File: src/rtl/serial_word_collector.sv
// serial_word_collector
//   Rebuilds LSB-first words from a serial bit stream (one bit per Bit_Valid)
//   and buffers them in a DEPTH-entry first-word-fall-through FIFO drained by
//   a valid/ready handshake. A completed word that finds the FIFO full (with
//   no simultaneous pop) is dropped and raises the sticky Overflow flag.
//
//   Optional feature macro: SERIAL_WORD_COLLECTOR_PARITY_EN
//     When defined, each frame carries one trailing even-parity bit. A frame
//     whose data+parity XOR is 1 is dropped and Parity_Err pulses for a cycle.
//     When undefined, Parity_Err is tied low.
//
// Ports
//   Clk          system clock, rising edge
//   Reset        asynchronous active-low reset
//   Bit_In       serial data
//   Bit_Valid    Bit_In is accepted this edge
//   Frame_Start  realign: the current/next accepted bit becomes bit 0
//   Out_Ready    consumer takes Out_Data this edge
//   Clear_Ovf    clears Overflow (a same-edge set wins)
//   Out_Data     head-of-FIFO word, 0 when empty
//   Out_Valid    FIFO non-empty
//   Count        words stored
//   Overflow     sticky, a completed word was dropped
//   Parity_Err   one-cycle pulse on a parity failure (macro build only)

module serial_word_collector #(
  parameter int WIDTH = 18,
  parameter int DEPTH = 4
) (
  input  logic                         Clk,
  input  logic                         Reset,
  input  logic                         Bit_In,
  input  logic                         Bit_Valid,
  input  logic                         Frame_Start,
  input  logic                         Out_Ready,
  input  logic                         Clear_Ovf,
  output logic [WIDTH-1:0]             Out_Data,
  output logic                         Out_Valid,
  output logic [$clog2(DEPTH+1)-1:0]   Count,
  output logic                         Overflow,
  output logic                         Parity_Err
);

`ifdef SERIAL_WORD_COLLECTOR_PARITY_EN
  localparam int FRAME_LEN = WIDTH + 1;
`else
  localparam int FRAME_LEN = WIDTH;
`endif
  localparam int CW   = $clog2(FRAME_LEN);
  localparam int PW   = $clog2(DEPTH);
  localparam int CNTW = $clog2(DEPTH + 1);

  logic [CW-1:0]    bit_cnt_q, bit_cnt_d;
  logic [WIDTH-1:0] asm_q, asm_d;
  logic [PW-1:0]    wr_ptr_q, wr_ptr_d;
  logic [PW-1:0]    rd_ptr_q, rd_ptr_d;
  logic [CNTW-1:0]  count_q, count_d;
  logic             overflow_q, overflow_d;
  logic             parity_err_q, parity_err_d;
  logic [WIDTH-1:0] mem_q [DEPTH];

  logic             frame_end;
  logic             last_bit;
  logic             data_bit;
  logic [WIDTH-1:0] word_shift;
  logic [WIDTH-1:0] push_word;
  logic             push_req;
  logic             par_fail;
  logic             empty;
  logic             full;
  logic             pop;
  logic             push_ok;
  logic             ovf_set;

  assign frame_end  = (bit_cnt_q == CW'(FRAME_LEN - 1));
  // Frame_Start overrides completion, so a realigning edge never pushes.
  assign last_bit   = Bit_Valid && !Frame_Start && frame_end;
  assign word_shift = {Bit_In, asm_q[WIDTH-1:1]};

`ifdef SERIAL_WORD_COLLECTOR_PARITY_EN
  logic parity_bad;
  // Only data bits shift into the assembly register; the parity bit is checked, not stored.
  assign data_bit   = (bit_cnt_q < CW'(WIDTH));
  assign parity_bad = (^asm_q) ^ Bit_In;
  assign push_req   = last_bit && !parity_bad;
  assign par_fail   = last_bit && parity_bad;
  assign push_word  = asm_q;
`else
  // asm_q[0] shifts out on the completing edge and is never part of a pushed word.
  logic unused_asm_lsb;
  assign unused_asm_lsb = asm_q[0];
  assign data_bit   = 1'b1;
  assign push_req   = last_bit;
  assign par_fail   = 1'b0;
  assign push_word  = word_shift;
`endif

  // Word assembly
  always_comb begin
    bit_cnt_d = bit_cnt_q;
    asm_d     = asm_q;
    if (Frame_Start) begin
      if (Bit_Valid) begin
        bit_cnt_d = CW'(1);
        asm_d     = {Bit_In, {(WIDTH-1){1'b0}}};
      end else begin
        bit_cnt_d = '0;
        asm_d     = '0;
      end
    end else if (Bit_Valid) begin
      bit_cnt_d = frame_end ? '0 : bit_cnt_q + CW'(1);
      if (data_bit) begin
        asm_d = word_shift;
      end
    end
  end

  // FIFO control
  assign empty   = (count_q == '0);
  assign full    = (count_q == CNTW'(DEPTH));
  assign pop     = !empty && Out_Ready;
  // A full FIFO still accepts a word when the head leaves on the same edge.
  assign push_ok = push_req && (!full || pop);
  assign ovf_set = push_req && full && !pop;

  always_comb begin
    wr_ptr_d     = push_ok ? wr_ptr_q + PW'(1) : wr_ptr_q;
    rd_ptr_d     = pop ? rd_ptr_q + PW'(1) : rd_ptr_q;
    count_d      = count_q;
    case ({push_ok, pop})
      2'b10:   count_d = count_q + CNTW'(1);
      2'b01:   count_d = count_q - CNTW'(1);
      default: count_d = count_q;
    endcase
    overflow_d   = ovf_set ? 1'b1 : (Clear_Ovf ? 1'b0 : overflow_q);
    parity_err_d = par_fail;
  end

  always_ff @(posedge Clk or negedge Reset) begin
    if (!Reset) begin
      bit_cnt_q    <= '0;
      asm_q        <= '0;
      wr_ptr_q     <= '0;
      rd_ptr_q     <= '0;
      count_q      <= '0;
      overflow_q   <= 1'b0;
      parity_err_q <= 1'b0;
    end else begin
      bit_cnt_q    <= bit_cnt_d;
      asm_q        <= asm_d;
      wr_ptr_q     <= wr_ptr_d;
      rd_ptr_q     <= rd_ptr_d;
      count_q      <= count_d;
      overflow_q   <= overflow_d;
      parity_err_q <= parity_err_d;
    end
  end

  // Storage needs no reset: Out_Data is masked while the FIFO is empty.
  always_ff @(posedge Clk) begin
    if (push_ok) begin
      mem_q[wr_ptr_q] <= push_word;
    end
  end

  assign Out_Valid  = !empty;
  assign Out_Data   = empty ? '0 : mem_q[rd_ptr_q];
  assign Count      = count_q;
  assign Overflow   = overflow_q;
  assign Parity_Err = parity_err_q;

endmodule

File: config.mk
export PLATFORM = sky130hd
export DESIGN_NAME = serial_word_collector
export DESIGN_NICKNAME = d
export VERILOG_FILES = /design/src/rtl/serial_word_collector.sv
export SDC_FILE = /design/constraint.sdc
export NUM_CORES = 1
export LEC_CHECK = 0
export CORE_MARGIN = 2
export CORE_UTILIZATION = 62
export DETAILED_ROUTE_END_ITERATION = 16
export GPL_TIMING_DRIVEN = 1
export PLACE_DENSITY = 0.84
export SLEW_MARGIN = 5
export SYNTH_ARGS = -nofsm -noshare
export SYNTH_HDL_FRONTEND = slang
export SYNTH_SLANG_ARGS = --single-unit
File: constraint.sdc
create_clock -name Clk -period 3.8 [get_ports Clk]
set_clock_uncertainty 0.05 [all_clocks]
set_input_delay 0.76 -clock Clk [delete_from_list [all_inputs] [get_ports Clk]]
set_output_delay 0.76 -clock Clk [all_outputs]
set_load 0.02 [all_outputs]
==> run metrics, run 1 <==
P&R area growth vs syn=12.5%; clock share of power=about 22%; vias in the first global route=between 2,000 and 2,500; Reg clk slew, reported paths=roughly 0.080 ns; Routed Antenna Nets=0; Slew Viols, Final=0; share of post-route cells with drive strength above 1=13.6%; Synth async-reset ratio=29.4%; Initial Utilization=64.6%; most frequent cells after synthesis=edfxtp_1, dfrtp_1, and2_1; I/O Buffers=29; Mapped Cells=roughly 240; num rows=29; Critical Path Sink Type=output port; cell taking the most area after synthesis=edfxtp_1; largest net degree at the start of global routing=31; synth top area cells=edfxtp_1, dfrtp_1, mux4_2, mux2i_1, and2_1; CTS tree=yes; Period minus WS final=approximately 3.2 ns; worst skew pair latency=0.35 ns; CTS Hold Bufs=0; RSZ-0062 raised after global routing=no; crit path max fanout=18; total power=about 2.6 mW; Worst slew margin=a little over a third; first-pass GRT wire length=roughly 11,000 microns; Post-Syn Area per Cell=~17 sq um; GPL Wtd Cong=between 0.6 and 0.7; wire length per cell=around 18 microns; DRC violations left=0; # H-tree levels=3; Avg Vias per Cell=slightly below 6; clk root buf=clkbuf_8; Via Count=approximately 2,000; overall global routing resource usage=20.5%; total grt overflow=0; I/O pin total=31; critical path class=flop to output port; syn_nets=about 260; Final setup viols=0; FMAX=a little over 300 MHz; status=finished, final reports clean; DIE AREA=between 7000 and 8000 sq um; Post-DP HPWL=~4100 microns; # Post-CTS Setup Buffers=0; final net count=289; maximum VDD drop=about 0.00044 V; Post-synth EDFFs=between 70 and 80; Top FF cell, synth=edfxtp_1; Comb pwr share=between 20% and 30%; final worst-path cycle share=84.6%; Startpoint Class=flop; Hold Crit Class=flop to flop; flop2flop setup slack=1.31 ns; setup TNS=0 ns; routed wire length=approximately 6500 microns; top-area cell type share of the netlist area=approximately 52%; CTS buffer count=9; Clock Path Buffers=2; leakage power=1.83 nW; total number of yosys warnings=0; Die Ht=around 86 microns; die width=roughly 86 microns; maxcap violations=0; synthesized area=4150 sq um; Worst EP arrival=between 2 and 2.5 ns; most frequent cell after synthesis=edfxtp_1; Worst-Margin Slew=0.959 ns; PD cells=558 nW/um^2; Ant. Diodes=0; Worst Path Required=2.99 ns; sw power=approximately 0.75 mW; sequential-to-total area share from yosys stat=a little over two thirds; Netlist cell types=32; clock sinks=around 100; Iter 0 DRT Violations=139; Final Hold Fails=0; drt pass-1 iters=6; antenna violations before repair=0; internal power=between 1.5 and 2 mW; core area=6420 sq um; cts repair resizes=0; part of the power in registers=between 40 and 50%; Sw Share=between 20% and 30%; #FFs+latches synth=between 100 and 150
[critical path, stage by stage (launching register included)]
cell	delay [ns]
dfrtp_1	0.40
buf_4	0.36
mux4_2	0.58
and2_1	0.18
clkdlybuf4s50_1	0.54
[path summary, 6_finish.rpt]
check | endpoint | startpoint | cells past startpoint
max reg2reg | mem_q[3][10]$_DFFE_PP_ | bit_cnt_q[1]$_DFFE_PN0P_ | 5
min in group asynchronous | Count[0]$_DFFE_PN0P_ | Reset | 2
min | rd_ptr_q[0]$_DFFE_PN0P_ | rd_ptr_q[0]$_DFFE_PN0P_ | 1
max in group asynchronous | asm_q[11]$_DFFE_PN0P_ | Reset | 2
max | Out_Data[17] | rd_ptr_q[0]$_DFFE_PN0P_ | 4
min reg2reg | rd_ptr_q[0]$_DFFE_PN0P_ | rd_ptr_q[0]$_DFFE_PN0P_ | 1
[metal layers]
layer	wire, microns	track usage, %
met1	2840	27.6
met5	0	0
met2	3350	33.3
met3	178	3.56
met4	120	9.81
[cell families after synthesis]
family	synth area share [%]
muxes	14.5
other	0.0904
buffers and inverters	2.26
adders and majority gates	2.59
DFF	70.2
AOI/OAI and AO/OA	1.27
xor gates and xnor gates	1.48
and+or+nand+nor	7.66
[state kept, by name, indices dropped and copies added (netlist names)]
signal	count
Count	3
Overflow	1
asm_q	17
bit_cnt_q	5
mem_q	72
rd_ptr_q	2
wr_ptr_q	2
[final cells by class]
class,count,area (sq um)
Inverter,8,30.0
Sequential cell,102,2910
Multi-Input combinational cell,119,1140
Timing Repair Buffer,34,328
Clock buffer,10,128
Tap cell,77,96.3
Clock inverter,6,28.8
Fill cell,397,1760
[stage by stage]
| stage | hold WS, ns | utilization, % | cell area, sq um | worst slack [ns] | std cells |
|---|---|---|---|---|---|
| 6_report | 0.461 | 72.7 | 4670 | 0.587 | 356 |
| 5_1_grt | 0.467 | 72.7 | 4670 | 0.478 | 356 |
| 4_1_cts | 0.458 | 72.7 | 4670 | 0.546 | 356 |
| 3_5_place_dp | 0.444 | 70.2 | 4510 | 0.600 | 340 |
| 3_3_place_gp | 0.437 | 70.2 | 4510 | 0.682 | 340 |
| 2_1_floorplan | 0.414 | - | 4150 | 1.16 | 241 |
[placed cells by master, fill, tap and decap left out, types with 2 or more instances in the layout]
cell	instances
clkinv_2	2
edfxtp_1	72
mux2i_1	18
xor2_1	4
dfrtp_1	30
ha_1	7
xnor2_1	3
clkbuf_8	9
inv_1	8
clkinv_1	3
clkdlybuf4s50_1	29
nand2_1	6
buf_4	5
o21ai_0	2
a22o_1	2
or3_1	2
and2_1	23
mux4_2	18
nand3_1	3
nor2_1	18
[power groups by stage]
stage	Clock (mW)	Sequential, mW	Combinational [mW]
final	0.562	1.27	0.772
after global routing	0.616	1.28	0.838
after CTS	0.573	1.27	0.790
after detailed placement	0	1.29	0.789
after global placement	0	1.29	0.771
after floorplan	0	1.28	0.506
Power figures use the tool's default switching activity.
==> run 2: changes to the inputs <==
Settings changed: CORE_UTILIZATION 62 to 58, PLACE_DENSITY 0.84 to 0.79.
Clock period 3.8 ns to 3.3 ns, I/O delays scaled along.
==> run 2 against run 1 <==
Net effect: non-clock buffer count up 3; first-iteration DRC count is 35% lower; sequential share of layout area decreased by 1.1 points; cell count rose by 6.2%; global-route usage fell by 1.6 points; utilization is 3.5 points lower; combinational power increased by 21%; critical endpoint is now Out_Data[5]; largest cell class unchanged.
==> run metrics, run 2 (synthesis gave the netlist of run 1 again) <==
Die Ht=88.6 microns (+3.2%); PD cells=657 nW/um^2 (+18%); DRC violations left=0 (unchanged); highest routed layer=met4; I/O Buffers=29 (unchanged); total grt overflow=0 (unchanged); share of post-route cells with drive strength above 1=14.5% (+0.92 points); Final setup viols=0 (unchanged); P&R area growth vs syn=14.6%; CTS tree=yes; # H-tree levels=3 (unchanged); Routed Antenna Nets=0 (unchanged); num rows=30 (+3.4%); Clock Path Buffers=2 (unchanged); cts repair resizes=0 (unchanged); CTS Hold Bufs=0 (unchanged); most frequent cells in the layout=edfxtp_1, dfrtp_1, clkdlybuf4s50_1; Startpoint Class=flop; RSZ-0062 raised after global routing=no; CP startpoint=Count[0]$_DFFE_PN0P_; Worst path max stage delay=0.68 ns (+0.10 ns); largest net degree at the start of global routing=31 (unchanged); metal2 WL=3470 microns (+3.4%); # Post-CTS Setup Buffers=0 (unchanged); Post-DP HPWL=4130 microns (-0.35%); leakage power=1.86 nW (+1.6%); wire length per cell=17.6 microns (-3.6%); hold path depth=0 (-1); total power=3.12 mW (+20%); Worst Path Required=2.59 ns (-0.40 ns); FF-to-FF path depth=8 (+3); antenna violations before repair=0 (unchanged); most common cell after layout, fill and taps aside=edfxtp_1; final worst-path cycle share=between 90 and 100%; Slowest-stage cell, CP=or3_1; Post-Place Setup Slack=0.304 ns (-0.296 ns); Avg Vias per Cell=5.48 (-5.2%); core area=6870 sq um (+7.0%); routed wire length=6640 microns (+2.3%); Initial Utilization=60.4% (-4.2 points); DIE AREA=7850 sq um (+6.6%); worst skew pair latency=0.35 ns (about the same); max reg flops=72 (unchanged); Iter 0 DRT Violations=90 (-35%); DRT met1 WL=2930 microns (+3.0%); clk root buf=clkbuf_8; I/O pin total=31 (unchanged); clock sinks=102 (unchanged); Buf/Inv on CP=1 (-1); hold path startpoint=asm_q[1]$_DFFE_PN0P_; status=finished, final reports clean; maxcap violations=0 (unchanged); Reg2Reg Launch Point=Count[0]$_DFFE_PN0P_; first-pass GRT wire length=10,700 microns (-2.9%); setup TNS=0 ns (unchanged); CP Depth=3 (-1); largest registers=mem_q x72, asm_q x17, bit_cnt_q x5; Slew Viols, Final=0 (unchanged); drt pass-1 iters=4 (-2); die width=88.6 microns (+3.2%); overall global routing resource usage=18.9% (-1.6 points); vias in the first global route=2,087 (-2.9%); Largest Register=mem_q; Worst EP arrival=2.31 ns (-0.09 ns); Ant. Diodes=0 (unchanged); Period minus WS final=just over 3 ns; final net count=292 (+1.0%); Worst slew margin=38.0% (+1.9 points); crit path max fanout=21 (+3); critical path cell sequence=or3_1 > and2_1 > clkdlybuf4s50_1; critical path class=flop to output port; Hold Crit Class=flop to flop; maximum VDD drop=0.000508 V (+15%); Via Count=2,073 (+0.68%); family with the most delay on the worst path=simple AND/OR/NAND/NOR gates; Final Hold Fails=0 (unchanged); Critical Path Sink Type=output port; Worst-Margin Slew=0.930 ns (-0.0291 ns); GPL Wtd Cong=0.692 (-0.94%); CTS buffer count=9 (unchanged); worst setup margin=0.278 ns (-0.309 ns); routed length on met3=164 microns (-7.9%); FMAX=around 330 MHz; Reg clk slew, reported paths=0.09 ns (about the same)
[run 2: final timing paths]
path	end	slack (ns)
setup / recovery	Out_Data[5]	0.28
hold / removal	mem_q[3][0]$_DFFE_PP_	0.49
setup reg to reg	Count[2]$_DFFE_PN0P_	0.84
hold reg to reg	mem_q[3][0]$_DFFE_PP_	0.49
max in group asynchronous	asm_q[12]$_DFFE_PN0P_	2.27
min in group asynchronous	asm_q[14]$_DFFE_PN0P_	0.65
[run 2: routing by layer]
metal | vias to the layer above | track usage (%)
met2 | 32 | 32.1
met3 | 7 | 3.92
li1 | 966 | -
met5 | - | 0
met1 | 1068 | 24.5
met4 | 0 | 7.02
[run 2: layout make-up]
class	count	area, sq um
clock buffer	13	139
clock inverter	3	46.3
fill	449	2110
inverter	8	30.0
multi-input combinational	119	1140
sequential	102	2910
tap	96	120
timing repair buffer	37	363
[run 2: power by group]
group | switching (mW) | internal (mW) | total (mW)
combinational | 0.443 | 0.493 | 0.937
sequential | 0.0448 | 1.40 | 1.44
clock | 0.390 | 0.354 | 0.744
total | 0.879 | 2.25 | 3.12
[run 2: stage by stage]
step / instance area (sq um) / hold slack [ns] / instances / utilization (%)
final: 4750 / 0.486 / 378 / 69.2
after global routing: 4750 / 0.498 / 378 / 69.2
after floorplan: 4150 / 0.314 / 241 / -
after CTS: 4750 / 0.483 / 378 / 69.2
after global placement: 4570 / 0.436 / 362 / 66.5
after detailed placement: 4570 / 0.458 / 362 / 66.5
==> run 3: changes to the inputs <==
Settings changed: CORE_ASPECT_RATIO set to 1.75.
==> run 3 against run 2 <==
Net effect: critical path depth is 1 higher; combinational power down 2.6%; register-to-register slack hardly changed; clock power rose by 44%; cell count decreased by 3.2%; utilization rose by 0.98 points; setup slack gained 0.064 ns.
==> run metrics, run 3 (synthesis gave the netlist of run 1 again) <==
highest routed layer=met4; share of post-route cells with drive strength above 1=14.9% (+0.35 points); Startpoint Class=flop; most common cell after layout, fill and taps aside=edfxtp_1; CP Depth=4 (+1); antenna violations before repair=0 (unchanged); family with the most delay on the worst path=buffers and inverters; Die Ht=116 microns (+31%); core area=6910 sq um (+0.55%); Hold Worst Slack=0.472 ns (-0.0141 ns); dpl cells=350 (-3.3%); clk root buf=clkbuf_16; I/O Buffers=29 (unchanged); # fillers=465 (+3.6%); Ant. Diodes=0 (unchanged); GPL Wtd Cong=0.731 (+5.7%); CTS Hold Bufs=0 (unchanged); maximum VDD drop=0.000588 V (+16%); num rows=40 (+33%); wire length per cell=18.2 microns (+3.8%); # Post-CTS Setup Buffers=0 (unchanged); Slew Viols, Final=0 (unchanged); Worst path max stage delay=0.55 ns (-0.13 ns); status=finished, final reports clean; largest registers=mem_q x72, asm_q x17, bit_cnt_q x5; P&R area growth vs syn=16.8%; worst skew pair latency=0.34 ns (about the same); DIE AREA=7870 sq um (+0.34%); Worst-Margin Slew=0.944 ns (+0.0141 ns); Post-DP HPWL=4240 microns (+2.7%); # H-tree levels=3 (unchanged); Routed Antenna Nets=0 (unchanged); maxcap violations=0 (unchanged); DRC violations left=0 (unchanged); overall global routing resource usage=19.7% (+0.77 points); sequential cell area=2910 sq um (unchanged); Period minus WS final=2.96 ns (-0.0637 ns); Worst Path Required=2.59 ns (about the same); first-pass GRT wire length=10,700 microns (+0.32%); drt pass-1 iters=4 (unchanged); CTS buffer count=9 (unchanged); CTS tree=yes; I/O pin total=31 (unchanged); Buf/Inv on CP=2 (+1); FMAX=338 MHz (+2.2%); Largest Register=mem_q; Reg clk slew, reported paths=0.06 ns (-0.03 ns); vias in the first global route=2,100 (+0.62%); Clock Path Buffers=2 (unchanged); Avg Vias per Cell=5.59 (+1.9%); largest net degree at the start of global routing=31 (unchanged); RSZ-0062 raised after global routing=no; cts repair resizes=0 (unchanged); Initial Utilization=60.1% (-0.33 points); crit path max fanout=14 (-33%); max reg flops=72 (unchanged); metal2 WL=3680 microns (+6.3%); final net count=292 (unchanged); Iter 0 DRT Violations=111 (+23%); most frequent cells in the layout=edfxtp_1, dfrtp_1, clkdlybuf4s50_1; Worst EP arrival=2.25 ns (-0.06 ns); die width=67.9 microns (-23%); Via Count=2,046 (-1.3%); FF-to-FF path depth=6 (-2); clock sinks=102 (unchanged); leakage power=1.91 nW (+3.2%); hold path depth=1 (+1); Hold Crit Class=flop to flop; area of the multi-input gates=1140 sq um (unchanged); routed wire length=6680 microns (+0.48%); Final Hold Fails=0 (unchanged); Critical Path Sink Type=output port; DRT met1 WL=2620 microns (-11%); Final setup viols=0 (unchanged); final worst-path cycle share=89.7% (-1.9 points); routed length on met3=218 microns (+33%); total grt overflow=0 (unchanged); critical path class=flop to output port; critical path cell sequence=buf_4 > mux4_2 > and2_1 > clkdlybuf4s50_1; Worst slew margin=37.0% (-0.94 points); post-route insts no fill=366 (-3.2%); Slowest-stage cell, CP=mux4_2; PD cells=709 nW/um^2 (+7.9%); total power=3.44 mW (+10%); setup TNS=0 ns (unchanged)
[run 3: cell count changes in the layout (fill, tap and decap cells not counted)]
cell / before / now
buf_12: 1 / 0
bufinv_16: 1 / 2
buf_4: 7 / 8
clkinv_4: 1 / 0
clkbuf_1: 4 / 2
clkbuf_16: 0 / 9
clkbuf_8: 9 / 0
clkinv_1: 0 / 1
clkinvlp_4: 1 / 0
clkinv_2: 0 / 2
[run 3: path summary, 6_finish.rpt]
check                                    startpoint                        to  slack, ns
max in group asynchronous                     Reset  bit_cnt_q[4]$_DFFE_PN0P_       2.26
min                        bit_cnt_q[4]$_DFFE_PN0P_  bit_cnt_q[4]$_DFFE_PN0P_       0.47
min reg2reg                bit_cnt_q[4]$_DFFE_PN0P_  bit_cnt_q[4]$_DFFE_PN0P_       0.47
max                         rd_ptr_q[0]$_DFFE_PN0P_               Out_Data[5]       0.34
min in group asynchronous                     Reset     asm_q[12]$_DFFE_PN0P_       0.66
max reg2reg                bit_cnt_q[1]$_DFFE_PN0P_     mem_q[3][4]$_DFFE_PP_       0.84
[run 3: where the power goes]
part | internal, mW | switching, mW | total, mW
sequential | 1.40 | 0.0550 | 1.46
clock | 0.659 | 0.410 | 1.07
combinational | 0.479 | 0.434 | 0.913
total | 2.54 | 0.900 | 3.44
[run 3: worst reg2reg max path, delay by kind of cell (launching register included)]
kind,cells,cell delay (ns)
and+or+nand+nor,3,1.24
DFF,1,0.41
buffers and inverters,2,0.22
adders and majority gates,1,0.16
[run 3: through the flow]
step	utilization [%]	instance area, sq um	worst slack, ns
after global placement	65.8	4540	0.371
final	70.2	4850	0.341
after global routing	70.2	4850	0.251
after floorplan	-	4150	0.764
after CTS	70.2	4850	0.292
after detailed placement	65.8	4540	0.315
[run 3: final cells by class]
| class | instances | area share (%) |
|---|---|---|
| clock buffers | 11 | 4.80 |
| clock inverters | 5 | 1.52 |
| inverters | 8 | 0.619 |
| multi-input cells | 119 | 23.6 |
| flip-flops and latches | 102 | 60.1 |
| well taps | 84 | 2.17 |
| repair buffers | 37 | 7.23 |
[run 3: metal layers]
metal	track usage (%)	vias to the layer above
met5	0	-
met4	8.53	0
met3	5.05	12
met2	33.5	45
met1	23.2	1024
li1	-	965
